--- src/rtl/mem_wb_pkg.sv ---
// Shared types and default widths for the MEM/WB pipeline register.
package mem_wb_pkg;

  localparam int DATA_W_DEF = 32;
  localparam int ADDR_W_DEF = 5;

  typedef enum logic [1:0] {
    EMPTY = 2'd0,
    BUSY  = 2'd1,
    FULL  = 2'd2
  } wb_state_e;

endpackage

--- src/rtl/mem_wb_if.sv ---
// MEM-side and WB-side handshake/data bundle around the MEM/WB pipeline register.
interface mem_wb_if
  import mem_wb_pkg::*;
#(
  parameter int DATA_W = DATA_W_DEF,
  parameter int ADDR_W = ADDR_W_DEF
);

  logic              mem_valid_i;
  logic              mem_ready_o;
  logic [DATA_W-1:0] mem_op_c_i;
  logic [ADDR_W-1:0] mem_reg_waddr_i;
  logic              mem_reg_we_i;

  logic              wb_valid_o;
  logic              wb_ready_i;
  logic [DATA_W-1:0] wb_op_c_o;
  logic [ADDR_W-1:0] wb_reg_waddr_o;
  logic              wb_reg_we_o;

  // The pipeline register itself sits on the slave side.
  modport slave (
    input  mem_valid_i, mem_op_c_i, mem_reg_waddr_i, mem_reg_we_i, wb_ready_i,
    output mem_ready_o, wb_valid_o, wb_op_c_o, wb_reg_waddr_o, wb_reg_we_o
  );

  modport master (
    output mem_valid_i, mem_op_c_i, mem_reg_waddr_i, mem_reg_we_i, wb_ready_i,
    input  mem_ready_o, wb_valid_o, wb_op_c_o, wb_reg_waddr_o, wb_reg_we_o
  );

endinterface

--- src/rtl/mem_wb_skid.sv ---
// Two-entry (main + skid) storage with a registered ready, so upstream ready
// never depends combinationally on downstream ready.
module mem_wb_skid
  import mem_wb_pkg::*;
#(
  parameter int DATA_W = DATA_W_DEF,
  parameter int ADDR_W = ADDR_W_DEF
) (
  input  logic              clk,
  input  logic              rst,
  input  logic              flush,
  input  logic              in_valid,
  output logic              in_ready,
  input  logic [DATA_W-1:0] in_op_c,
  input  logic [ADDR_W-1:0] in_waddr,
  input  logic              in_we,
  output logic              out_valid,
  input  logic              out_ready,
  output logic [DATA_W-1:0] out_op_c,
  output logic [ADDR_W-1:0] out_waddr,
  output logic              out_we
);

  wb_state_e         state_q, state_n;
  logic              ready_q;
  logic [DATA_W-1:0] main_op_c_q, skid_op_c_q;
  logic [ADDR_W-1:0] main_waddr_q, skid_waddr_q;
  logic              main_we_q, skid_we_q;

  logic accept, retire;
  logic load_main, skid_to_main, load_skid;

  assign accept    = in_valid & ready_q;
  assign retire    = out_valid & out_ready;
  assign out_valid = (state_q != EMPTY);
  assign in_ready  = ready_q;
  assign out_op_c  = main_op_c_q;
  assign out_waddr = main_waddr_q;
  assign out_we    = main_we_q;

  // NOTE: every signal gets a default before the case, so no path leaves it unassigned and no latch is inferred.
  always_comb begin
    state_n      = state_q;
    load_main    = 1'b0;
    skid_to_main = 1'b0;
    load_skid    = 1'b0;
    if (flush) begin
      state_n = EMPTY;
    end else begin
      case (state_q)
        EMPTY: if (accept) begin
          state_n   = BUSY;
          load_main = 1'b1;
        end
        BUSY: begin
          if (accept && retire) begin
            load_main = 1'b1;
          end else if (accept) begin
            state_n   = FULL;
            load_skid = 1'b1;
          end else if (retire) begin
            state_n = EMPTY;
          end
        end
        FULL: if (retire) begin
          state_n      = BUSY;
          skid_to_main = 1'b1;
        end
        default: state_n = EMPTY;
      endcase
    end
  end

  // NOTE: the data entries are reset too, so WB outputs read zero during reset rather than stale values.
  // NOTE: non-blocking assignments keep every register sampling pre-edge values, so main <- skid is race-free.
  always_ff @(posedge clk or posedge rst) begin
    if (rst) begin
      state_q      <= EMPTY;
      ready_q      <= 1'b1;
      main_op_c_q  <= '0;
      main_waddr_q <= '0;
      main_we_q    <= 1'b0;
      skid_op_c_q  <= '0;
      skid_waddr_q <= '0;
      skid_we_q    <= 1'b0;
    end else begin
      state_q <= state_n;
      ready_q <= (state_n != FULL);
      if (load_main) begin
        main_op_c_q  <= in_op_c;
        main_waddr_q <= in_waddr;
        main_we_q    <= in_we;
      end else if (skid_to_main) begin
        main_op_c_q  <= skid_op_c_q;
        main_waddr_q <= skid_waddr_q;
        main_we_q    <= skid_we_q;
      end
      if (load_skid) begin
        skid_op_c_q  <= in_op_c;
        skid_waddr_q <= in_waddr;
        skid_we_q    <= in_we;
      end
    end
  end

endmodule

--- src/rtl/mem_wb_reg.sv ---
// MEM/WB pipeline register: skid storage, x0 write suppression and a retire counter.
module mem_wb_reg
  import mem_wb_pkg::*;
#(
  parameter int DATA_W = DATA_W_DEF,
  parameter int ADDR_W = ADDR_W_DEF
) (
  input  logic        clk,
  input  logic        rst,
  input  logic        flush_i,
  mem_wb_if.slave     bus,
  output logic [31:0] retire_cnt_o
);

  logic              wb_valid;
  logic              main_we;
  logic [ADDR_W-1:0] wb_waddr;
  logic [DATA_W-1:0] wb_op_c;
  logic              mem_ready;
  logic [31:0]       retire_cnt_q;

  mem_wb_skid #(
    .DATA_W(DATA_W),
    .ADDR_W(ADDR_W)
  ) u_skid (
    .clk      (clk),
    .rst      (rst),
    .flush    (flush_i),
    .in_valid (bus.mem_valid_i),
    .in_ready (mem_ready),
    .in_op_c  (bus.mem_op_c_i),
    .in_waddr (bus.mem_reg_waddr_i),
    .in_we    (bus.mem_reg_we_i),
    .out_valid(wb_valid),
    .out_ready(bus.wb_ready_i),
    .out_op_c (wb_op_c),
    .out_waddr(wb_waddr),
    .out_we   (main_we)
  );

  assign bus.mem_ready_o    = mem_ready;
  assign bus.wb_valid_o     = wb_valid;
  assign bus.wb_op_c_o      = wb_op_c;
  assign bus.wb_reg_waddr_o = wb_waddr;
  // x0 is hardwired to zero, so writes to it never reach the register file.
  assign bus.wb_reg_we_o    = wb_valid & main_we & (wb_waddr != '0);

  // A retire in a flush cycle is already committed, so flush does not gate it.
  always_ff @(posedge clk or posedge rst) begin
    if (rst) retire_cnt_q <= '0;
    else if (wb_valid && bus.wb_ready_i) retire_cnt_q <= retire_cnt_q + 32'd1;
  end

  assign retire_cnt_o = retire_cnt_q;

endmodule
--- src/flat_wrapper.sv ---
// flat-port wrapper written by rule: the top's interface ports become plain ports
module mem_wb_reg_flat import mem_wb_pkg::*;
#(
  parameter int DATA_W = DATA_W_DEF,
  parameter int ADDR_W = ADDR_W_DEF
)
  (clk, rst, flush_i, retire_cnt_o, bus_mem_valid_i, bus_mem_op_c_i, bus_mem_reg_waddr_i, bus_mem_reg_we_i, bus_wb_ready_i, bus_mem_ready_o, bus_wb_valid_o, bus_wb_op_c_o, bus_wb_reg_waddr_o, bus_wb_reg_we_o);
  mem_wb_if #(.DATA_W(DATA_W), .ADDR_W(ADDR_W)) bus_i ();
  input  logic clk;
  input  logic rst;
  input  logic flush_i;
  output logic [31:0] retire_cnt_o;
  input wire logic [$bits(bus_i.mem_valid_i)-1:0] bus_mem_valid_i;
  input wire logic [$bits(bus_i.mem_op_c_i)-1:0] bus_mem_op_c_i;
  input wire logic [$bits(bus_i.mem_reg_waddr_i)-1:0] bus_mem_reg_waddr_i;
  input wire logic [$bits(bus_i.mem_reg_we_i)-1:0] bus_mem_reg_we_i;
  input wire logic [$bits(bus_i.wb_ready_i)-1:0] bus_wb_ready_i;
  output wire logic [$bits(bus_i.mem_ready_o)-1:0] bus_mem_ready_o;
  output wire logic [$bits(bus_i.wb_valid_o)-1:0] bus_wb_valid_o;
  output wire logic [$bits(bus_i.wb_op_c_o)-1:0] bus_wb_op_c_o;
  output wire logic [$bits(bus_i.wb_reg_waddr_o)-1:0] bus_wb_reg_waddr_o;
  output wire logic [$bits(bus_i.wb_reg_we_o)-1:0] bus_wb_reg_we_o;
  assign bus_i.mem_valid_i = bus_mem_valid_i;
  assign bus_i.mem_op_c_i = bus_mem_op_c_i;
  assign bus_i.mem_reg_waddr_i = bus_mem_reg_waddr_i;
  assign bus_i.mem_reg_we_i = bus_mem_reg_we_i;
  assign bus_i.wb_ready_i = bus_wb_ready_i;
  assign bus_mem_ready_o = bus_i.mem_ready_o;
  assign bus_wb_valid_o = bus_i.wb_valid_o;
  assign bus_wb_op_c_o = bus_i.wb_op_c_o;
  assign bus_wb_reg_waddr_o = bus_i.wb_reg_waddr_o;
  assign bus_wb_reg_we_o = bus_i.wb_reg_we_o;
  mem_wb_reg #(.DATA_W(DATA_W), .ADDR_W(ADDR_W)) u_core (.clk(clk), .rst(rst), .flush_i(flush_i), .bus(bus_i), .retire_cnt_o(retire_cnt_o));
endmodule
--- config.mk ---
export PLATFORM = sky130hd
export DESIGN_NAME = mem_wb_reg_flat
export DESIGN_NICKNAME = d
export VERILOG_FILES = /design/src/rtl/mem_wb_pkg.sv /design/src/rtl/mem_wb_if.sv /design/src/rtl/mem_wb_skid.sv /design/src/rtl/mem_wb_reg.sv /design/src/flat_wrapper.sv
export SDC_FILE = /design/constraint.sdc
export NUM_CORES = 1
export LEC_CHECK = 0
export CORE_MARGIN = 4
export CORE_UTILIZATION = 49
export DETAILED_ROUTE_END_ITERATION = 16
export GPL_ROUTABILITY_DRIVEN = 0
export PLACE_DENSITY = 0.79
export SETUP_SLACK_MARGIN = 0.4
export SYNTH_ARGS = -nofsm -noshare
export SYNTH_HDL_FRONTEND = slang
export SYNTH_SLANG_ARGS = --single-unit
export TNS_END_PERCENT = 20
--- constraint.sdc ---
create_clock -name clk -period 4.6 [get_ports clk]
set_input_delay 0.69 -clock clk [delete_from_list [all_inputs] [get_ports clk]]
set_output_delay 0.69 -clock clk [all_outputs]
set_load 0.05 [all_outputs]
==> reports/metrics.cfg, run 1 <==
[cells_and_area]
fin_nets=505
fillers=719
drive_above_1_share_pct=15.2
final_common_cell=clkdlybuf4s50_1
ff_latch_area_sq_um=2780
multi_input_comb_area_sq_um=1850
final_cell_count_no_fill=595
mostFrequentLayoutCells=clkdlybuf4s50_1, dfrtp_1, mux2_2, a22o_1, a21o_1
area_delta_synth_final_pct=31.1
n_antenna_cell=0

[power_and_ir_drop]
p_comb_share_pct=28.7
power.switching_uw=899
p_sw_share_pct=34.0
vdd_drop_max_uv=216
clkPwrFrac_pct=22.5
p_per_area_nw_per_um2=428
p_int_mw=1.74
sequentialPowerShare_pct=48.7
leakagePower_nw=2.86

[clocking]
cts_sinks=111
clock_latency_ns=0.35
cts.hold.buffers_added=0
cts_tree=yes
cts.path.max_buffers=2
cts-htree-levels=3
cts_setup_buffers=0
cts.clk_slew.worst_paths_ns=0.11
ctsResizeCount=0
root_buffer=clkbuf_8
numCtsBuffers=9

[global_routing]
track_usage_pct=18.1
antenna_found_initial=0
grt_start_max_net_pins=87
overflow=0
grt_pass1_wl_mm=16.6
grt_pass1_vias=3337

[yosys]
ys_warn_count=0
synth-seq-cells=111
netlist_area_sq_um=4700
synth_cell_types=33
synth_edf_count=0
synth-seq-area-share_pct=59.1
synth-async-reset-ratio_pct=100
syn-mean-instance-area_sq_um=13.4
synth_nets=396
synthFlopType=dfrtp_1
synthCells=352

[critical_path]
path_cells=or3_1 -> o311a_1 -> clkdlybuf4s50_1
slowest_delay_ns=0.70
critPathCaptureType=output port
ff2ff_setup_slack_ns=2.28
cp_slowest_cell=clkdlybuf4s50_1
rr_worst_depth=4
cp_data_required_time_ns=3.91
critPathKind=reg2out
crit_fanout=3
worstPathArrival_ns=2.12
r2r_start=u_core.u_skid.in_ready
startpoint_type=flop
r2r_end=u_core.u_skid.out_waddr[2]

[sta]
fin_worst_skew_ns=0.0140
max_freq_ghz=0.356
setup_violations=0
layout_min_cycle_time_ns=2.81
rsz0062_at_grt=false
tightest_slew_ns=1.06
hold_viol_final=0
slew_viol_final=0
fin_crit_sh_pct=61.0
slew_headroom_pct=29.1
tns_ns=0

[routing]
detail_route.wl_per_cell_um=16.7
drt-pass1-iter-count=4
drt_iter0_drc=106
vias_per_cell=5.32
wl_mm=9.95
ant_nets=0
vias=3163
drc=0

[floorplanning]
die_w_um=106
num_rows=35
ios=115
initial_core_util_pct=50.7
die_y_um=106
dieArea_sq_um=11200
core_area_sq_um=9280

[hold_path]
hold_path_end=u_core.retire_cnt_o[31]
hold_depth=1
min_path_type=reg2reg
min-delay-start=u_core.retire_cnt_o[31]

[run]
max-cap-violations=0

[placement]
portBuffers=114
place_inst=579
hpwl_mm=7.06

[status]
status=complete, no violations

==> synthesized netlist by cell type, types with 2 or more instances <==
cell type	number	area, sq um
buf_4	2	15.0
and3_1	5	31.3
clkbuf_1	4	15.0
nor2_1	9	33.8
and2_1	3	18.8
nor4_2	3	37.5
nand2_1	13	48.8
and4_1	4	35.0
a21o_1	38	285
buf_2	12	60.1
inv_1	4	15.0
mux2_2	39	439
xnor2_1	27	236
nor4_4	2	42.5
xor2_1	5	43.8
dfrtp_1	110	2750
nand3_1	12	60.1
nand4_1	8	50.1
a22o_1	38	333
==> routing by layer <==
metal  vias up  routed length, um  global-route usage (%)
met5         -                  0                       0
met4         0                 27                    4.07
li1       1487                  -                       -
met2        82               4920                    30.2
met1      1590               4460                    24.6
met3         4                539                    3.70
==> worst max-delay path, delay by kind of cell (launching register included) <==
| kind | cells | cell delay (ns) |
|---|---|---|
| AOI/OAI and AO/OA | 1 | 0.29 |
| buffers and inverters | 1 | 0.70 |
| DFF | 1 | 0.42 |
| and+or+nand+nor | 1 | 0.37 |
==> sequential cells by signal, indices dropped and copies added, names as in the netlist <==
name and cells:
u_core.u_skid.in_ready 1, u_core.u_skid.out_waddr 5, u_core.retire_cnt_o 32, u_core.u_skid.skid_op_c_q 32
u_core.u_skid.out_op_c 32, u_core.u_skid.skid_waddr_q 5, u_core.u_skid.skid_we_q 1, u_core.u_skid.state_q 2
u_core.u_skid.out_we 1
==> how the worst max path moves through the flow <==
stage                                          start  depth (start not counted)                          to  slack, ns
after detailed placement              bus_wb_ready_i                          5  u_core.u_skid.out_op_c[28]       1.54
after global routing                  bus_wb_ready_i                          5  u_core.u_skid.out_waddr[0]       1.69
after CTS                 u_core.u_skid.out_waddr[0]                          3             bus_wb_reg_we_o       1.77
after global placement                bus_wb_ready_i                          5  u_core.u_skid.out_op_c[14]       1.62
after floorplan                                  rst                          1      u_core.retire_cnt_o[0]       0.98
final                     u_core.u_skid.out_waddr[0]                          3             bus_wb_reg_we_o       1.79
==> stage by stage <==
stage | power, mW | cell area [sq um] | setup WS, ns | util (%) | hold WS [ns]
final | 2.64 | 6170 | 1.79 | 66.4 | 0.476
after global routing | 2.76 | 6170 | 1.69 | 66.4 | 0.499
after CTS | 2.66 | 6170 | 1.77 | 66.4 | 0.481
after detailed placement | 2.07 | 5960 | 1.54 | 64.2 | 0.464
after global placement | 2.05 | 5960 | 1.62 | 64.2 | 0.460
after floorplan | 1.79 | 4700 | 0.981 | - | 0.449
==> cells by family after synthesis <==
kind of cell               count (synthesis)  synth area share, %
and+or+nand+nor                           67                 9.07
muxes                                     39                 9.34
AOI/OAI and AO/OA                         80                 14.1
DFF                                      111                 59.1
adders and majority gates                  1                0.266
buffers and inverters                     22                 2.23
xor gates and xnor gates                  32                 5.96
==> power groups by stage <==
stage | Combinational, mW | Clock, mW | Sequential, mW
global placement | 0.749 | 0 | 1.30
CTS | 0.769 | 0.606 | 1.29
finish | 0.758 | 0.595 | 1.29
global route | 0.802 | 0.641 | 1.31
floorplan | 0.234 | 0 | 1.55
detailed placement | 0.767 | 0 | 1.31
==> layout make-up <==
class	count	share of cell area (%)
sequential	111	45.1
clock buffer	10	2.23
tap	129	2.62
inverter	4	0.284
timing repair buffer	116	18.7
clock inverter	6	1.12
multi-input combinational	219	29.9
(Power assumes the default switching activity.)
==> run 2: changes to the inputs <==
Clock period 4.6 ns to 2.6 ns, I/O delays scaled along.
==> reports/metrics.cfg, run 2 (synthesis gave the netlist of run 1 again) <==
[floorplanning]
num_rows=35  ; unchanged
die_y_um=106  ; unchanged
core_area_sq_um=9280  ; unchanged
die_w_um=106  ; unchanged
initial_core_util_pct=50.7  ; unchanged
ios=115  ; unchanged
dieArea_sq_um=11200  ; unchanged

[cells_and_area]
mostFrequentLayoutCells=clkdlybuf4s50_1, dfrtp_1, mux2_2, a22o_1, a21o_1  ; unchanged
drive_above_1_share_pct=15.9  ; was 15.2%
n_antenna_cell=0  ; unchanged
fillers=733  ; was 719
area_delta_synth_final_pct=31.6  ; was 31.1%
post-route-util_pct=66.7  ; was 66.4%
fin_nets=510  ; was 505
final_common_cell=clkdlybuf4s50_1  ; unchanged

[routing]
wl_mm=10.1  ; was 9.95 mm
drt-pass1-iter-count=4  ; unchanged
drt-met1-wl_mm=4.52  ; was 4.46 mm
ant_nets=0  ; unchanged
vias_per_cell=5.37  ; was 5.32
routed.top_layer=met4  ; unchanged
drt_iter0_drc=99  ; was 106
wl_met3_um=494  ; was 539 um
detail_route.wl_per_cell_um=16.8  ; was 16.7 um
vias=3219  ; was 3,163
drc=0  ; unchanged
dr_wl_met2_mm=4.94  ; was 4.92 mm

[clocking]
root_buffer=clkbuf_8  ; unchanged
cts.path.max_buffers=2  ; unchanged
cts.clk_slew.worst_paths_ns=0.11  ; about the same
clock_latency_ns=0.37  ; was 0.35 ns
cts_setup_buffers=0  ; unchanged
cts-htree-levels=3  ; unchanged
cts_sinks=111  ; unchanged
numCtsBuffers=9  ; unchanged
cts.hold.buffers_added=0  ; unchanged
cts_tree=yes  ; unchanged

[critical_path]
crit_fanout=6  ; was 3
worstPathArrival_ns=1.70  ; was 2.12 ns
path_cells=clkdlybuf4s50_1  ; was or3_1 -> o311a_1 -> clkdlybuf4s50_1
ff2ff_setup_slack_ns=0.79  ; was 2.28 ns
r2r_start=u_core.u_skid.state_q[0]  ; was u_core.u_skid.in_ready
slowest_delay_ns=0.86  ; was 0.70 ns
cp-startpoint=u_core.retire_cnt_o[3]  ; was u_core.u_skid.out_waddr[0]
cp_slowest_cell=clkdlybuf4s50_1  ; unchanged
critPathCaptureType=output port  ; unchanged
r2r_end=u_core.u_skid.out_waddr[4]  ; was u_core.u_skid.out_waddr[2]
critPathKind=reg2out  ; unchanged
path_buf_inv=1  ; unchanged
startpoint_type=flop  ; unchanged
rr_worst_depth=4  ; unchanged
cp_data_required_time_ns=2.21  ; was 3.91 ns
cpLargestDelayFamily=buffers and inverters  ; unchanged

[sta]
fin_worst_skew_ns=0.0175  ; was 0.0140 ns
hold_viol_final=0  ; unchanged
rsz0062_at_grt=false  ; unchanged
slew_headroom_pct=40.6  ; was 29.1%
tns_ns=0  ; unchanged
tightest_slew_ns=0.889  ; was 1.06 ns
layout_min_cycle_time_ns=2.09
slew_viol_final=0  ; unchanged
fin_crit_sh_pct=80.6
setup_violations=0  ; unchanged
max_freq_ghz=0.477

[power_and_ir_drop]
p_per_area_nw_per_um2=737  ; was 428 nW/um^2
vdd_drop_max_uv=379  ; was 216 uV
leakagePower_nw=2.88  ; was 2.86 nW

[placement]
portBuffers=114  ; unchanged
hpwl_mm=7.03  ; was 7.06 mm

[global_routing]
overflow=0  ; unchanged
antenna_found_initial=0  ; unchanged
track_usage_pct=18.6  ; was 18.1%
grt_pass1_wl_mm=16.9  ; was 16.6 mm
grt_pass1_vias=3422  ; was 3,337
grt_start_max_net_pins=44  ; was 87

[status]
status=complete, no violations  ; unchanged

[hold_path]
min_path_type=in2async  ; was reg2reg

[run]
max-cap-violations=0  ; unchanged

run 2: worst max path at each step:
stage,endpoint,depth (start not counted)
after floorplan,u_core.u_skid.skid_op_c_q[0],6
after detailed placement,u_core.u_skid.out_op_c[2],5
final,retire_cnt_o[3],1
after CTS,bus_wb_reg_we_o,3
after global placement,u_core.u_skid.out_op_c[1],5
after global routing,retire_cnt_o[3],1
run 2: area by class of cell:
class / count / area, sq um / share of cell area [%]
clock buffers: 11 / 131 / 2.12
clock inverters: 5 / 42.5 / 0.687
inverters: 4 / 18.8 / 0.303
multi-input cells: 219 / 1850 / 29.8
flip-flops and latches: 111 / 2780 / 44.9
well taps: 129 / 161 / 2.61
repair buffers: 121 / 1210 / 19.6
run 2: stage by stage:
| stage | hold slack (ns) | worst slack (ns) | total power, mW | instance area (sq um) | instances |
|---|---|---|---|---|---|
| global route | 0.500 | 0.442 | 4.79 | 6190 | 600 |
| floorplan | 0.449 | 0.736 | 3.16 | 4710 | 352 |
| detailed placement | 0.464 | 0.260 | 3.68 | 6020 | 584 |
| global placement | 0.460 | 0.346 | 3.62 | 6020 | 584 |
| finish | 0.457 | 0.506 | 4.57 | 6190 | 600 |
| CTS | 0.465 | 0.303 | 4.62 | 6200 | 600 |
run 2: power by group:
| group | leakage, nW | switching [mW] | internal (mW) | total (mW) |
|---|---|---|---|---|
| registers | 1.41 | 0.228 | 2.05 | 2.28 |
| logic | 1.38 | 0.791 | 0.558 | 1.35 |
| clock network | 0.0841 | 0.580 | 0.359 | 0.939 |
run 2: timing repair:
item	in CTS	in global routing
gates cloned	0	0
resized for setup	2	2
setup endpoints to repair	2	1
run 2: routing by layer:
metal / vias to the layer above / GRT usage, %
met5: - / 0
met3: 12 / 3.89
met2: 82 / 30.6
met1: 1629 / 24.8
met4: 0 / 6.29
li1: 1496 / -
